**config.mk**
```make
export PLATFORM = sky130hd
export DESIGN_NAME = stim_current_gen
export DESIGN_NICKNAME = d
export VERILOG_FILES = /design/src/rtl/stim_current_gen.sv
export SDC_FILE = /design/constraint.sdc
export NUM_CORES = 1
export LEC_CHECK = 0
export ABC_AREA = 1
export BUFFER_PORTS_ARGS = -buffer_cell sky130_fd_sc_hd__buf_2
export CAP_MARGIN = 20
export CORE_MARGIN = 2
export CORE_UTILIZATION = 40
export DETAILED_ROUTE_END_ITERATION = 7
export PLACE_DENSITY = 0.56
export SLEW_MARGIN = 5
export SYNTH_ARGS = -nofsm -noshare
export SYNTH_HDL_FRONTEND = slang
export SYNTH_SLANG_ARGS = --single-unit
```
**constraint.sdc**
```tcl
create_clock -name clk -period 5.86 [get_ports clk]
set_input_delay 1.172 -clock clk [delete_from_list [all_inputs] [get_ports clk]]
set_output_delay 1.172 -clock clk [all_outputs]
set_load 0.02 [all_outputs]
```
**src/rtl/stim_current_gen.sv**
```systemverilog
// Multi-channel neuron input-current stimulus: off/step/pulse/ramp per channel.
// Optional STIM_NOISE_EN adds per-channel LFSR noise while a channel is ON.
module stim_current_gen #(
  parameter int NCH        = 4,
  parameter int WORD       = 18,
  parameter int CNT_W      = 16,
  parameter int COMP_CYCLE = 1000,
  parameter int NOISE_BITS = 6
) (
  input  logic                     clk,
  input  logic                     reset,
  input  logic                     enable,
  input  logic                     cfg_we,
  input  logic [$clog2(NCH)-1:0]   cfg_ch,
  input  logic [1:0]               cfg_addr,
  input  logic [WORD-1:0]          cfg_data,
  output logic [NCH*WORD-1:0]      i_out,
  output logic                     step_tick,
  output logic [NCH-1:0]           active
);

  localparam int PW = (COMP_CYCLE > 1) ? $clog2(COMP_CYCLE) : 1;

  typedef enum logic [1:0] {
    S_IDLE, S_DELAY, S_ON, S_OFF
  } st_t;

  if (CNT_W > WORD || NOISE_BITS < 1 || NOISE_BITS > 16) begin : g_bad_cfg
    $error("stim_current_gen: illegal parameter set");
  end

  logic [PW-1:0]    pre_q;
  logic             en_q;
  logic [WORD-1:0]  amp_q  [NCH];
  logic [CNT_W-1:0] dly_q  [NCH];
  logic [CNT_W-1:0] on_q   [NCH];
  logic [CNT_W-1:0] off_q  [NCH];
  logic [1:0]       mode_q [NCH];

  st_t              st_q   [NCH];
  st_t              st_d   [NCH];
  logic [CNT_W-1:0] dcnt_q [NCH];
  logic [CNT_W-1:0] dcnt_d [NCH];
  logic [CNT_W-1:0] ocnt_q [NCH];
  logic [CNT_W-1:0] ocnt_d [NCH];
  logic [CNT_W-1:0] fcnt_q [NCH];
  logic [CNT_W-1:0] fcnt_d [NCH];
  logic [WORD-1:0]  out_q  [NCH];
  logic [WORD-1:0]  out_d  [NCH];

  logic [NCH-1:0]   wr_hit;
  logic             start;

  function automatic logic [WORD-1:0] sat_add(
    input logic [WORD-1:0] a,
    input logic [WORD-1:0] b
  );
    logic [WORD:0] s;
    s = {a[WORD-1], a} + {b[WORD-1], b};
    if (s[WORD] != s[WORD-1])
      return s[WORD] ? {1'b1, {(WORD-1){1'b0}}}
                     : {1'b0, {(WORD-1){1'b1}}};
    return s[WORD-1:0];
  endfunction

  function automatic logic [CNT_W-1:0] on_load(
    input logic [CNT_W-1:0] n
  );
    return (n == '0) ? '0 : n - 1'b1;
  endfunction

  assign step_tick = enable && (pre_q == PW'(COMP_CYCLE - 1));
  assign start     = enable && !en_q;

  always_comb begin
    for (int k = 0; k < NCH; k++)
      wr_hit[k] = cfg_we && (int'(cfg_ch) == k);
  end

  always_ff @(posedge clk) begin
    if (reset) begin
      pre_q <= '0;
      en_q  <= 1'b0;
    end else begin
      en_q <= enable;
      if (!enable || step_tick) pre_q <= '0;
      else                      pre_q <= pre_q + 1'b1;
    end
  end

  always_ff @(posedge clk) begin
    if (reset) begin
      for (int k = 0; k < NCH; k++) begin
        amp_q[k]  <= '0;
        dly_q[k]  <= '0;
        on_q[k]   <= '0;
        off_q[k]  <= '0;
        mode_q[k] <= '0;
      end
    end else begin
      for (int k = 0; k < NCH; k++) begin
        if (wr_hit[k]) begin
          unique case (cfg_addr)
            2'd0: amp_q[k] <= cfg_data;
            2'd1: dly_q[k] <= cfg_data[CNT_W-1:0];
            2'd2: on_q[k]  <= cfg_data[CNT_W-1:0];
            2'd3: begin
              off_q[k]  <= cfg_data[CNT_W-1:0];
              mode_q[k] <= cfg_data[WORD-1:WORD-2];
            end
          endcase
        end
      end
    end
  end

  always_ff @(posedge clk) begin
    if (reset) begin
      for (int k = 0; k < NCH; k++) begin
        st_q[k]   <= S_IDLE;
        dcnt_q[k] <= '0;
        ocnt_q[k] <= '0;
        fcnt_q[k] <= '0;
        out_q[k]  <= '0;
      end
    end else begin
      for (int k = 0; k < NCH; k++) begin
        st_q[k]   <= st_d[k];
        dcnt_q[k] <= dcnt_d[k];
        ocnt_q[k] <= ocnt_d[k];
        fcnt_q[k] <= fcnt_d[k];
        out_q[k]  <= out_d[k];
      end
    end
  end

  // A write to a channel masks that channel's tick in the same cycle.
  always_comb begin
    for (int k = 0; k < NCH; k++) begin
      st_d[k]   = st_q[k];
      dcnt_d[k] = dcnt_q[k];
      ocnt_d[k] = ocnt_q[k];
      fcnt_d[k] = fcnt_q[k];
      out_d[k]  = out_q[k];
      if (!enable) begin
        st_d[k]  = S_IDLE;
        out_d[k] = '0;
      end else if (wr_hit[k] && cfg_addr == 2'd3) begin
        st_d[k]   = (cfg_data[WORD-1:WORD-2] == 2'd0) ? S_IDLE : S_DELAY;
        dcnt_d[k] = dly_q[k];
        out_d[k]  = '0;
      end else if (start) begin
        st_d[k]   = (mode_q[k] == 2'd0) ? S_IDLE : S_DELAY;
        dcnt_d[k] = dly_q[k];
        out_d[k]  = '0;
      end else if (step_tick && !wr_hit[k]) begin
        unique case (st_q[k])
          S_DELAY: begin
            if (dcnt_q[k] == '0) begin
              st_d[k]   = S_ON;
              out_d[k]  = amp_q[k];
              ocnt_d[k] = on_load(on_q[k]);
            end else begin
              dcnt_d[k] = dcnt_q[k] - 1'b1;
            end
          end
          S_ON: begin
            unique case (mode_q[k])
              2'd1: out_d[k] = amp_q[k];
              2'd2: begin
                if (ocnt_q[k] != '0) begin
                  ocnt_d[k] = ocnt_q[k] - 1'b1;
                  out_d[k]  = amp_q[k];
                end else if (off_q[k] == '0) begin
                  ocnt_d[k] = on_load(on_q[k]);
                  out_d[k]  = amp_q[k];
                end else begin
                  st_d[k]   = S_OFF;
                  fcnt_d[k] = off_q[k] - 1'b1;
                  out_d[k]  = '0;
                end
              end
              2'd3: out_d[k] = sat_add(out_q[k], amp_q[k]);
              default: begin
                st_d[k]  = S_IDLE;
                out_d[k] = '0;
              end
            endcase
          end
          S_OFF: begin
            if (fcnt_q[k] == '0) begin
              st_d[k]   = S_ON;
              out_d[k]  = amp_q[k];
              ocnt_d[k] = on_load(on_q[k]);
            end else begin
              fcnt_d[k] = fcnt_q[k] - 1'b1;
            end
          end
          default: ;
        endcase
      end
    end
  end

`ifdef STIM_NOISE_EN
  logic [15:0] lfsr_q [NCH];

  always_ff @(posedge clk) begin
    if (reset) begin
      for (int k = 0; k < NCH; k++)
        lfsr_q[k] <= 16'hACE1 ^ 16'(k);
    end else if (step_tick) begin
      for (int k = 0; k < NCH; k++)
        lfsr_q[k] <= {1'b0, lfsr_q[k][15:1]}
                   ^ (lfsr_q[k][0] ? 16'hB400 : 16'h0000);
    end
  end

  always_comb begin
    i_out  = '0;
    active = '0;
    for (int k = 0; k < NCH; k++) begin
      active[k] = (st_q[k] == S_ON) || (st_q[k] == S_OFF);
      if (st_q[k] == S_ON)
        i_out[k*WORD +: WORD] = sat_add(out_q[k],
          {{(WORD-NOISE_BITS){lfsr_q[k][NOISE_BITS-1]}},
           lfsr_q[k][NOISE_BITS-1:0]});
    end
  end
`else
  always_comb begin
    i_out  = '0;
    active = '0;
    for (int k = 0; k < NCH; k++) begin
      active[k]             = (st_q[k] == S_ON) || (st_q[k] == S_OFF);
      i_out[k*WORD +: WORD] = out_q[k];
    end
  end
`endif

endmodule
```
Yosys cells after proc, flatten, opt, wreduce, memory -nomap -nowiden --
Memories as Yosys holds them, arrays and structs flattened. Index checks and enable logic that the tools add are counted.
Cells by class: add/subtract/negate cells 25, eq/ne operators 35, multiplexer cells 324, bitwise gates (word level) 40, reductions and logical operators 57
Operator list (count):
- $mux W16 | 120
- $mux W18 | 52
- $pmux W18 S3 | 8
- $sub A16 B1 Y16 const B | 20
- $logic_not A16 Y1 | 16
- $pmux W16 S3 | 4
- $pmux W16 S2 | 4
- $mux W1 | 88
- $mux W2 | 40
- $add A18 B18 Y19 | 4
- $reduce_bool A16 Y1 | 4
- $eq A2 B2 Y1 const B | 20
- $or A1 B1 Y1 | 40
- $pmux W2 S3 | 4
- $eq A2 B1 Y1 const B | 10
- $pmux W2 S2 | 4
- $logic_and A1 B1 Y1 | 14
- $logic_not A2 Y1 | 7
- $add A10 B1 Y10 const B | 1
- $eq A10 B10 Y1 const B | 1
- $reduce_or A2 Y1 | 5
- $logic_not A1 Y1 | 6
- $logic_or A1 B1 Y1 | 5
- $ne A1 B1 Y1 | 4
Word-level totals: register bits 11, bits in writable memories 544, input port bits 26, output and inout bits 77, word-level logic and storage cells 493, memories kept 10
Memories:
- amp_q | depth 4, width 18, read ports 4, clocked after memory_dff 0, write ports 4, RTL line 34 | logic [WORD-1:0] amp_q [NCH];
- out_q | depth 4, width 18, read ports 4, clocked after memory_dff 0, write ports 4, RTL line 48 | logic [WORD-1:0] out_q [NCH];
- dcnt_q | depth 4, width 16, read ports 4, clocked after memory_dff 0, write ports 4, RTL line 42 | logic [CNT_W-1:0] dcnt_q [NCH];
- dly_q | depth 4, width 16, read ports 4, clocked after memory_dff 0, write ports 4, RTL line 35 | logic [CNT_W-1:0] dly_q [NCH];
- fcnt_q | depth 4, width 16, read ports 4, clocked after memory_dff 0, write ports 4, RTL line 46 | logic [CNT_W-1:0] fcnt_q [NCH];
- ocnt_q | depth 4, width 16, read ports 4, clocked after memory_dff 0, write ports 4, RTL line 44 | logic [CNT_W-1:0] ocnt_q [NCH];
- +4 memories

Logic depth before layout (Yosys ltp) --
Gate-level depths: netlist (run 1).
depth in word-level cells 17, gate-level depth with buffers 18, mapped depth without buffers 17

Least setup slack after synthesis (run 1) --
Ideal clock, no wire load.
path kind input to register, start point in cfg_we, end point mem dly_q[0][0] (enable), setup time 411 ps, arrival 2754 ps, required time 5449 ps, setup slack 2694 ps, stages on the path 4, path buffers 0, cell sequence inv_1 nor3_2 inv_2 o21ai_0
RTL lines:
- start: declaration | RTL line 13 | input logic cfg_we,
- end: declaration | RTL line 35

==> results.toml, run 1 <==
[pwr]
powerDensity_mw_per_mm2 = 249
ir_worst_vdd_v = 0.000226
cellLeakagePower_nw = 16.4

[setup_path]
worst-path-max-fanout = 26
slowest_stage = "nor2_1"
critical_path_class = "primary input to flop"
cp.arrival_ps = 4210
cpPeakStageDelay_ps = 570
crit_buf_inv = 5
cp-end-kind = "flop"
cp_cell_sequence = "buf_2 -> inv_2 -> nor2_1 -> inv_2 -> nand2_2 -> inv_2 -> o21ai_1 -> nand2_1 -> inv_2 -> o21ai_0 -> a31oi_1"
critPathTopFamily = "simple AND/OR/NAND/NOR gates"
crit_required_ps = 6420
crit_path_start_kind = "primary input"
crit_top_cell = "inv_2"

[clock_network]
cts_buffer_depth = 3
cts_buffers = 60
post-cts-setup-buffer-count = 0
cts_tree = "done"
numClockSinks = 555
hold_buffers = 0
clk_latency_ps = 640
cts_resized = 0
htreeDepth = 2
root_buffer = "clkbuf_16"
clk_pin_slew_worst_paths_ps = 60

[logic_synthesis]
yosys-top-cells-count = "nand2_1 (1004), nor2_1 (800), inv_1 (437)"
syn_inst = 4657
synth_top_family_by_area = "simple AND/OR/NAND/NOR gates"
synthSimpleGateAreaFrac = 0.289
ys_seq_area_frac = 0.412
ys.flop_type = "dfxtp_1"
synth_fa_ha_area_frac = 0.0370
synth_mux_area_frac = 0.000633
synthXorXnorAreaFrac = 0.0425
synth_edf_count = 272
synth-seq-cells = 555
syn_nets = 4780
synth_top_cell_area_share = 0.243
avgSynthCellArea_sq_um = 7.22
syn_area_sq_mm = 0.0336
synthArstFlopShare = 0
synth_area_leader_cell = "edfxtp_1"
synth_compound_area_frac = 0.143
synthDistinctLibCells = 63
synth_area_leaders = "edfxtp_1 (24%), dfxtp_1 (17%), nand2_1 (11%)"
yosysWarnings = 0
post-synth-top-count-cell = "nand2_1"

[timing]
setup_ws_ps = 2210
max_freq_ghz = 0.274
hold_viol = 0
setup_violations = 0
holdWs_ps = 452
setup_tns_ps = 0
fin_worst_skew_ps = 20.6
relSlewSlack = 0.227
fin_crit_sh = 0.623
maxSlewViolCount = 0
worst_pin_slew_ps = 1160
rsz0062_at_grt = "no"
min_period_ps = 3650

[detailed_routing]
viasPerCell = 5.24
ant_nets = 0
wl_um = 100000
vias = 30500
wire_per_inst_um = 17.2
drc = 0
first_pass_iters = 5
drt_iter0_markers = 2442

[cells_and_area]
drive_above_1_share = 0.0773
final_util = 0.443
syn2layout_area_growth_pct = 10.1
nets = 4819
diodes = 0

[place]
io_buffers = 102
place_congestion = 0.892
dp_slack_ps = 1710
dp_hpwl_um = 67400

[global_route]
grt_pass1_wl_um = 156000
grt_pass1_vias = 27600
grt-ovfl-total = 0
grt_usage = 0.227
antenna_found_initial = 2
grt_max_degree = 103

[floorplanning]
num_rows = 106
start_util = 0.403
fp.dieH_um = 294
die_x_um = 294
io_pins = 103
die_area_sq_mm = 0.0863
coreArea_sq_mm = 0.0834

[outcome]
status = "finished, final reports clean"

[hold_path]
min_path_type = "flop to flop"

[job]
maxCapViolCount = 0
sequential cells by signal, indices dropped and copies added, names as in the netlist:
| name | flops |
|---|---|
| ocnt_q | 64 |
| st_q | 8 |
| dcnt_q | 64 |
| off_q | 64 |
| pre_q | 10 |
| fcnt_q | 64 |
| on_q | 64 |
| en_q | 1 |
| amp_q | 72 |
| dly_q | 64 |
| out_q | 72 |
| mode_q | 8 |
cells in the final DEF, fill, tap and decap left out, types with 15 or more instances in the layout:
cell and instances:
dfxtp_1 283, nand3_1 249, buf_4 35, o22ai_1 17
clkbuf_16 61, nand4_1 53, buf_2 102, nor2_1 800
o21ai_2 20, nor4_1 39, a21oi_1 344, inv_2 35
a211oi_1 20, ha_1 93, xnor2_1 54, o21ai_1 56
nor3_1 78, a31oi_1 44, clkinv_2 15, nand2_1 1004
edfxtp_1 272, o21ai_0 339, nand2_2 25, xor2_1 109
inv_1 437
path summary, 6_finish.rpt:
path	startpoint	endpoint	slack (ps)	cells after the start
worst max-delay path	enable	dcnt_q[0][7]	2210	11
worst min-delay path	pre_q[0]	pre_q[0]	450	1
worst max register to register	pre_q[0]	fcnt_q[1][1]	2770	12
worst min register to register	pre_q[0]	pre_q[0]	450	1
report_power, final:
part           internal, W  switching [W]  total [W]  leakage, nW
combinational     0.000301       0.000694   0.000995         10.6
sequential         0.00422       0.000111    0.00433         4.89
clock              0.00225        0.00164    0.00389        0.973
total              0.00677        0.00245    0.00922         16.4
per-layer routing:
layer  routed length [um]  GRT usage  share of wire
met5                   27          0        0.00027
met1                49700      0.338           0.50
met4                 1710     0.0487          0.017
met3                 5190     0.0264          0.052
met2                43500      0.352           0.43
cell families after synthesis:
kind of cell,Yosys count
xor+xnor,163
fa+ha+maj,97
flops,555
buf+inv,637
simple gates,2315
mux,2
compound gates,888
cell type report:
cell class,instances,area [sq um]
multi-input cells,3465,17200
inverters,476,1790
repair buffers,138,793
fillers,8591,46400
flip-flops and latches,555,13800
well taps,1080,1350
clock inverters,39,378
clock buffers,75,1610
metrics by stage:
stage          std cells  total power, W  cell area (sq um)
2_1_floorplan       4657         0.00509              33600
3_3_place_gp        5714         0.00540              35000
3_5_place_dp        5714         0.00540              35000
4_1_cts             5828         0.00930              37000
5_1_grt             5828         0.00960              37000
6_report            5828         0.00922              37000
Power figures use the tool's default switching activity.
==> run 2: changes to the inputs <==
Settings changed: PLACE_DENSITY 0.56 to 0.58.
Clock period 5.86 ns to 3 ns, I/O delays scaled along.
==> run 2 against run 1 <==
First-iteration DRC count down 14%; largest cell class unchanged; sequential power increased by 95%; critical path depth is 5 higher.
==> results.toml, run 2 (synthesis gave the netlist of run 1 again) <==
[outcome]
status = "finished, final reports clean"

[pwr]
ir_worst_vdd_v = 0.000373
p_int_w = 0.0139
clkPwrFrac = 0.441
swShare = 0.260
p_seq_frac = 0.451
p_comb_frac = 0.107
power_switching_w = 0.00486
powerDensity_mw_per_mm2 = 495
cellLeakagePower_nw = 16.9

[setup_path]
worst-path-max-fanout = 17
startpoint = "amp_q[3][0]"
cp-end-kind = "flop"
rr_startpoint = "amp_q[3][0]"
crit_required_ps = 3520
cp.arrival_ps = 3230
critical_path_class = "flop to flop"
cpPeakStageDelay_ps = 410
slowest_stage = "fa_1"
cp_cell_sequence = "ha_1 -> inv_1 -> fa_1 -> inv_1 -> nand3_1 -> nand3_1 -> nand2_1 -> nand2_1 -> nand2_1 -> nand2_1 -> nand2_2 -> nand3_1 -> nand2_1 -> nand2_1 -> nand2_1 -> a21oi_1"
crit_top_cell = "nand2_1"
crit_path_start_kind = "flop"

[global_route]
grt-ovfl-total = 0
grt_usage = 0.228
grt_pass1_wl_um = 158000
grt_max_degree = 49
grt_pass1_vias = 28800
antenna_found_initial = 1

[clock_network]
htreeDepth = 3
cts_buffers = 66
root_buffer = "clkbuf_16"
cts_buffer_depth = 3
cts_resized = 0
clk_pin_slew_worst_paths_ps = 60
cts_tree = "done"
post-cts-setup-buffer-count = 0
hold_buffers = 0
clk_latency_ps = 600
numClockSinks = 555

[timing]
relSlewSlack = 0.353
setup_violations = 0
fin_crit_sh = 0.903
worst_pin_slew_ps = 971
max_freq_ghz = 0.369
maxSlewViolCount = 0
hold_viol = 0
fin_worst_skew_ps = 19.0
min_period_ps = 2710
holdWs_ps = 476

[cells_and_area]
final_cells = 5903
seqCellArea_sq_mm = 0.0138
stdcell_area_sq_mm = 0.0378
layout_commonest_cell = "nand2_1"
reg_top3 = "amp_q (72), out_q (72)"
nets = 4893
drive_above_1_share = 0.0919
layout_common_cells = "nand2_1 (1004), nor2_1 (800), inv_1 (437)"
diodes = 0
multi_input_area_sq_mm = 0.0172
nFillCells = 8443
syn2layout_area_growth_pct = 12.4

[hold_path]
min_path_type = "flop to flop"
min_from = "fcnt_q[3][8]"

[floorplanning]
fp.dieH_um = 294
io_pins = 103
start_util = 0.403
num_rows = 106
die_x_um = 294
coreArea_sq_mm = 0.0834
die_area_sq_mm = 0.0863

[detailed_routing]
vias = 31000
wl_um = 99700
wire_per_inst_um = 16.9
viasPerCell = 5.25
ant_nets = 0
drc = 0
drt_iter0_markers = 2092
first_pass_iters = 5

[place]
place_congestion = 0.894
place_inst = 5777
dpl_cell_area_sq_mm = 0.0355
dp_hpwl_um = 67900
io_buffers = 102

[job]
maxCapViolCount = 0
[run 2: path summary, 6_finish.rpt]
| check | cells past startpoint | end | slack (ps) |
|---|---|---|---|
| max reg2reg | 16 | out_q[3][5] | 290 |
| max | 16 | out_q[3][5] | 290 |
| min reg2reg | 2 | fcnt_q[3][8] | 480 |
| min | 2 | fcnt_q[3][8] | 480 |
[run 2: metrics by stage]
step	util	TNS, ps	setup slack (ps)	power, W
final	0.453	0	291	0.0187
after global routing	0.453	-4.84	-4.84	0.0195
after floorplan	-	0	406	0.00995
after CTS	0.452	0	256	0.0189
after detailed placement	0.425	0	242	0.0106
after global placement	0.425	0	254	0.0106
[run 2: layer usage]
metal | up-vias | track usage | routed length (um)
li1 | 15700 | - | -
met1 | 14400 | 0.318 | 47000
met3 | 130 | 0.0276 | 5200
met2 | 740 | 0.372 | 45400
met5 | - | 0 | 0
met4 | 0 | 0.0591 | 2100
[run 2: critical path: cells and delay by family, from the launching register on]
family	cells	cell delay (ps)
adder cells (fa/ha/maj)	2	660
buffers and inverters	2	190
AO/OA/AOI/OAI	1	140
AND/OR/NAND/NOR	11	1270
flip-flops	1	380
[run 2: power by group through the flow]
stage,registers (W),logic (W),clock network (W)
after floorplan,0.00854,0.00141,0
after global placement,0.00860,0.00197,0
after detailed placement,0.00861,0.00198,0
after CTS,0.00845,0.00199,0.00843
after global routing,0.00848,0.00226,0.00874
final,0.00845,0.00201,0.00826
[run 2: layout make-up]
| cell class | instances | share of cell area |
|---|---|---|
| clock buffer | 100 | 0.0531 |
| clock inverter | 21 | 0.00596 |
| inverter | 476 | 0.0475 |
| multi-input combinational | 3465 | 0.456 |
| sequential | 555 | 0.366 |
| tap | 1080 | 0.0358 |
| timing repair buffer | 206 | 0.0355 |
